==> config.mk <==
export PLATFORM = sky130hd
export DESIGN_NAME = noise_histogram
export DESIGN_NICKNAME = d
export VERILOG_FILES = /design/src/rtl/noise_histogram.sv
export SDC_FILE = /design/constraint.sdc
export NUM_CORES = 1
export LEC_CHECK = 0
export CAP_MARGIN = 20
export CORE_MARGIN = 8
export CORE_UTILIZATION = 50
export DETAILED_ROUTE_END_ITERATION = 8
export DONT_BUFFER_PORTS = 1
export GPL_TIMING_DRIVEN = 0
export PLACE_DENSITY = 0.71
export SLEW_MARGIN = 20
export SYNTH_ARGS = -nofsm -noshare
export SYNTH_HDL_FRONTEND = slang
export SYNTH_SLANG_ARGS = --single-unit
==> constraint.sdc <==
create_clock -name sclk -period 4.35 [get_ports sclk]
set_input_delay 1.0875 -clock sclk [delete_from_list [all_inputs] [get_ports sclk]]
set_output_delay 1.0875 -clock sclk [all_outputs]
set_load 0.02 [all_outputs]
==> src/rtl/noise_histogram.sv <==
// noise_histogram: popcount histogram, popcount sum and stuck-bit
// monitor for the 16-bit LFSR noise DAC bus.
module noise_histogram #(
   parameter int WINDOW_LOG2 = 16,
   parameter int CNT_W       = WINDOW_LOG2 + 1
) (
   input  logic                   sclk,
   input  logic                   rst_n,
   input  logic [15:0]            dac,
   input  logic                   start,
   output logic                   busy,
   output logic                   done,
   input  logic                   rd_en,
   input  logic [4:0]             rd_addr,
   output logic [CNT_W-1:0]       rd_data,
   output logic                   rd_valid,
   output logic [WINDOW_LOG2+4:0] pc_sum,
   output logic [15:0]            stuck
);

   localparam int SW = WINDOW_LOG2 + 5;

   typedef enum logic [2:0] {
      S_IDLE,
      S_CLEAR,
      S_ACQ,
      S_DRAIN,
      S_DONE
   } state_t;

   state_t                 state;
   state_t                 state_nx;
   logic [WINDOW_LOG2-1:0] cnt;
   logic                   drn;
   logic                   fin;
   logic                   v1;
   logic                   v2;
   logic [15:0]            dac_q;
   logic [15:0]            and_acc;
   logic [15:0]            or_acc;
   logic [4:0]             pc2;
   logic [CNT_W-1:0]       bin [17];

   // fin marks the second DRAIN cycle, i.e. the edge entering DONE
   assign fin  = (state == S_DRAIN) && drn;
   assign busy = state inside {S_CLEAR, S_ACQ, S_DRAIN};

   always_ff @(posedge sclk or negedge rst_n) begin
      if (!rst_n) state <= S_IDLE;
      else        state <= state_nx;
   end

   always_comb begin
      state_nx = state;
      unique case (state)
         S_IDLE, S_DONE: if (start) state_nx = S_CLEAR;
         S_CLEAR:        state_nx = S_ACQ;
         S_ACQ:          if (&cnt) state_nx = S_DRAIN;
         S_DRAIN:        if (drn) state_nx = S_DONE;
         default:        state_nx = S_IDLE;
      endcase
   end

   always_ff @(posedge sclk or negedge rst_n) begin
      if (!rst_n) begin
         cnt     <= '0;
         drn     <= 1'b0;
         done    <= 1'b0;
         v1      <= 1'b0;
         v2      <= 1'b0;
         dac_q   <= '0;
         pc2     <= '0;
         and_acc <= '0;
         or_acc  <= '0;
         stuck   <= '0;
      end else begin
         drn   <= (state == S_DRAIN) ? ~drn : 1'b0;
         done  <= fin;
         v1    <= (state == S_ACQ);
         dac_q <= dac;
         v2    <= v1;
         pc2   <= 5'($countones(dac_q));
         if (state == S_CLEAR) cnt <= '0;
         else if (state == S_ACQ) cnt <= cnt + 1'b1;
         if (state == S_CLEAR) begin
            and_acc <= 16'hFFFF;
            or_acc  <= '0;
            stuck   <= '0;
         end else begin
            if (v1) begin
               and_acc <= and_acc & dac_q;
               or_acc  <= or_acc | dac_q;
            end
            if (fin) stuck <= and_acc | ~or_acc;
         end
      end
   end

   always_ff @(posedge sclk or negedge rst_n) begin
      if (!rst_n) begin
         pc_sum <= '0;
         for (int i = 0; i < 17; i++) bin[i] <= '0;
      end else if (state == S_CLEAR) begin
         pc_sum <= '0;
         for (int i = 0; i < 17; i++) bin[i] <= '0;
      end else if (v2) begin
         pc_sum <= pc_sum + SW'(pc2);
         for (int i = 0; i < 17; i++)
            if (pc2 == 5'(i)) bin[i] <= bin[i] + 1'b1;
      end
   end

   always_ff @(posedge sclk or negedge rst_n) begin
      if (!rst_n) begin
         rd_valid <= 1'b0;
         rd_data  <= '0;
      end else begin
         rd_valid <= rd_en;
         if (rd_en)
            rd_data <= (rd_addr <= 5'd16) ? bin[rd_addr] : '0;
      end
   end

endmodule

==> results by stage <==
Setup path:
- Counting stages on the worst path, the most repeated cell is sky130_fd_sc_hd__clkbuf_1.
- The arrival time of data at the critical path endpoint is 4.51 ns.
- The data required time at the worst endpoint is 4.77 ns.
- The critical path goes through clkbuf_1 > nor3b_1 > buf_2 > clkbuf_1 > clkbuf_1 > clkbuf_1 > nor2_1.
- Along the worst path, the maximum fanout reaches 10.
- The nature of the critical path startpoint is a register.
- The largest individual stage delay along the critical path comes from the cell sky130_fd_sc_hd__clkbuf_1.
- The classification of the worst setup path is register to register.
- The maximum single-stage delay on the critical path is 0.86 ns.
- For the worst flop-to-flop path, the logic depth is 7.
- STA classifies the critical path endpoint as a register.

Clocking:
- The CTS tree is yes.
- The hold buffer count at cts is 0.
- The number of buffers inserted during clock tree synthesis is 47.
- The insertion delay to the later sink of the worst-skew pair is 0.59 ns.
- The buffer levels on the longest clock path is 3.
- The cell sitting at the root of the clock tree is a sky130_fd_sc_hd__clkbuf_16.
- After clock tree synthesis, the clock-pin slew on the worst setup and hold paths is 0.06 ns.
- The level count of the clock H-tree is 2.
- For this design, the sink count on the clock tree is 420.

Timing:
- The slew at the pin closest to its max-slew limit is 1.60 ns.
- After layout, the worst path uses 93.9% of the clock period.
- Subtracting the final worst setup slack from the clock period gives 4.09 ns.
- The number of pins with negative max-slew slack in the final report is 107.
- The worst slew slack as a fraction of its limit is -6.78%.
- Setup repair after global routing left no endpoint under its margin.
- For the final routed database, the setup TNS stands at 0 ns.
- The number of hold-slack violations in the final timing report is 0.
- Across all hold checks on the routed design, the worst slack comes to 0.230 ns.
- For this run, the top clock speed supported by timing is 0.245 GHz.
- The clock skew is 0.0160 ns.
- Setup violations remaining at the end of the flow were counted as 0.

Layout:
- The filler cells instantiated in the layout total 3812.
- The net count reported at finish is 2470.
- Cells with a size suffix above 1 make up 4.38% of the layout.
- From synthesis to final layout, the design area changed by 10.6%.

Global route:
- The first global-routing pass estimated 103000 µm of wire.
- Across every metal layer, demand over resource in global routing totals 25.7%.
- The number of global-route vias before repair is 18.0k.
- The largest net degree at the start of global routing is 421.
- The number of antenna violations at the first check in global routing was 1.
- The total grt overflow is 0.

Power:
- The combinational group share of total power is 21.2%.
- The internal portion of the total power is 7620 µW.
- The analysis attributes to cell leakage a power of 0.0109 µW.
- The largest vdd supply drop is 0.394 mV.
- In this run, the clock network consumes 35.8% of the power.
- Net switching is 34.1% of the power.
- The share of total power dissipated in sequential elements is 43.0%.
- The total power density per cell area is 467 nW/µm².
- Summed over all nets, the switching power comes to 3940 µW.

Synth:
- When the netlist entered floorplanning its net count stood at 2420.
- The count of flip-flops with a built-in enable after synthesis is 0.
- The biggest area consumer among synthesized cells is sky130_fd_sc_hd__dfrtp_1.
- The cell count after synthesis is 2356.
- The synthesized area per cell is 9.50 µm².
- The cell area after synthesis is 22400 µm².
- The count of synthesis-stage warnings from yosys is 0.
- Counting instances in the post-synthesis netlist gives the leading cell types as 420 x sky130_fd_sc_hd__dfrtp_1, 319 x sky130_fd_sc_hd__nor2_1, 215 x sky130_fd_sc_hd__nand2_1.
- For this run, the leading register cell type out of synthesis is sky130_fd_sc_hd__dfrtp_1.
- The most frequently used cell type in the post-synthesis netlist is sky130_fd_sc_hd__dfrtp_1.
- The count of unique library cells instantiated by Yosys is 63.
- The fraction of the yosys area taken by sequential cells is 47.0%.
- The area fraction of the dominant cell type after synthesis is 47.0%.
- The register bit total from synthesis is 420.
- By area the synthesized netlist is led by sky130_fd_sc_hd__dfrtp_1 47%, sky130_fd_sc_hd__mux2i_1 6.2%, sky130_fd_sc_hd__xnor2_1 5.4%.
- The async set-or-reset flop fraction in the synthesized netlist is 100%.

Die:
- The die is 228 µm wide.
- The number of top-level pins is 82.
- The initial core utilization is 50.6%.
- In this run the core area contains 77 standard-cell rows.
- The die is 228 µm tall.
- The full die area is 51800 µm².
- The area inside the core boundary is 44200 µm².

Route:
- The count of antenna-violating nets left after detailed routing is 0.
- Dividing the detail-routed via count by the number of cells gives 6.09.
- Wires add up to 66400 µm.
- The routed via count is 18.5k.
- For this block, the initial DRC count from the detailed router was 2246.
- For this run, design rule violations remaining after detail routing come to 0.
- The first detailed-routing pass took 6 iterations.
- After detailed routing, the average wire length per cell comes to 21.9 µm.

Outcome:
- The final reports fail on slew limit.
- The run finished, with violations left.

Placed design:
- The port buffer count is 0.
- The placed wire-length estimate is 47200 µm.
- The global placer's final weighted congestion is 1.18.

Hold path:
- The tightest min-delay check is of the input pin to async pin type.

Job:
- The tool flagged a number of max-cap violations equal to 0.
## per-stage QoR
stage / util, % / instances / setup WS [ns] / total power (µW) / area, µm²
after global placement: 52.3 / 2948 / 0.145 / 7310 / 23100
after global routing: 56.0 / 3036 / 0.00125 / 12100 / 24700
final: 56.0 / 3038 / 0.264 / 11600 / 24800
after CTS: 55.9 / 3036 / 0.0945 / 11600 / 24700
after floorplan: - / 2356 / 1.13 / 6500 / 22400
after detailed placement: 52.3 / 2949 / 0.146 / 7420 / 23100
## power groups by stage
stage,registers (µW),logic (µW),clock network [µW]
2_1_floorplan,4840,1670,0
3_3_place_gp,5000,2300,0
3_5_place_dp,5030,2390,0
4_1_cts,4960,2410,4200
5_1_grt,5020,2700,4350
6_report,4970,2450,4140
## kinds of logic (layout without fill, tap and decap cells)
kind of cell	after synthesis	after routing	synth area share (%)
xor+xnor	257	257	10.1
compound gates	280	280	7.86
flops	420	420	47.0
buf+inv	173	261	2.95
simple gates	1043	1043	23.0
other cells	0	2	0
mux	144	144	6.62
fa+ha+maj	39	39	2.55
## cell usage in the layout (no fill, tap or decap), types with 39 or more instances in the layout
master	Yosys	layout
sky130_fd_sc_hd__clkbuf_16	0	48
sky130_fd_sc_hd__xor2_1	119	119
sky130_fd_sc_hd__o21ai_0	64	64
sky130_fd_sc_hd__nor3_1	56	56
sky130_fd_sc_hd__a22oi_1	65	65
sky130_fd_sc_hd__xnor2_1	138	138
sky130_fd_sc_hd__nand3_1	135	135
sky130_fd_sc_hd__and3_1	39	39
sky130_fd_sc_hd__dfrtp_1	420	420
sky130_fd_sc_hd__inv_1	51	51
sky130_fd_sc_hd__a21oi_1	97	97
sky130_fd_sc_hd__mux2i_1	138	138
sky130_fd_sc_hd__nand4_1	75	75
sky130_fd_sc_hd__clkbuf_1	88	96
sky130_fd_sc_hd__nor4_1	55	55
sky130_fd_sc_hd__nand2_1	215	215
sky130_fd_sc_hd__nor2_1	319	319
## critical path, delay by kind of cell (launching register included)
family	cells	cell delay, ns
buffers and inverters	5	2.65
AND/OR/NAND/NOR	2	0.91
flip-flops	1	0.36
## per-layer routing
metal	vias up	wire, µm	track usage (%)
li1	8377	-	-
met1	9141	27700	34.6
met2	789	29000	38.6
met3	180	6490	6.94
met4	0	3290	11.8
met5	-	0	0
## area by class of cell
class	count	area [µm²]	share of cell area [%]
clock buffers	69	1370	5.54
repair buffers	1	5.00	0.0202
clock inverters	18	230	0.930
diodes	2	5.00	0.0202
inverters	52	195	0.789
flip-flops and latches	420	10500	42.5
well taps	592	741	2.99
multi-input cells	1763	11200	45.3
plain buffers	121	474	1.92
## sequential cells by signal (all words and copies together) (netlist names)
name      count
dac_q        16
state         3
rd_valid      1
or_acc       16
rd_data      17
bin         289
and_acc      16
done          1
cnt          16
drn           1
v1            1
v2            1
pc2           5
pc_sum       21
stuck        16
## repair_timing
item | in CTS | in global routing
endpoints found under the setup margin | 0 | 41
setup buffers | 0 | 0
gates resized for setup | 0 | 8
## worst paths after layout
path,startpoint,end,slack [ns]
max in group asynchronous,rst_n,bin[86],2.87
min in group sclk,v1,v2,0.41
setup reg to reg,state[2],bin[221],0.26
hold / removal,rst_n,dac_q[3],0.23
hold reg to reg,v1,v2,0.41
setup / recovery,state[2],bin[221],0.26
Note: power is estimated with default switching activity, not from simulation.
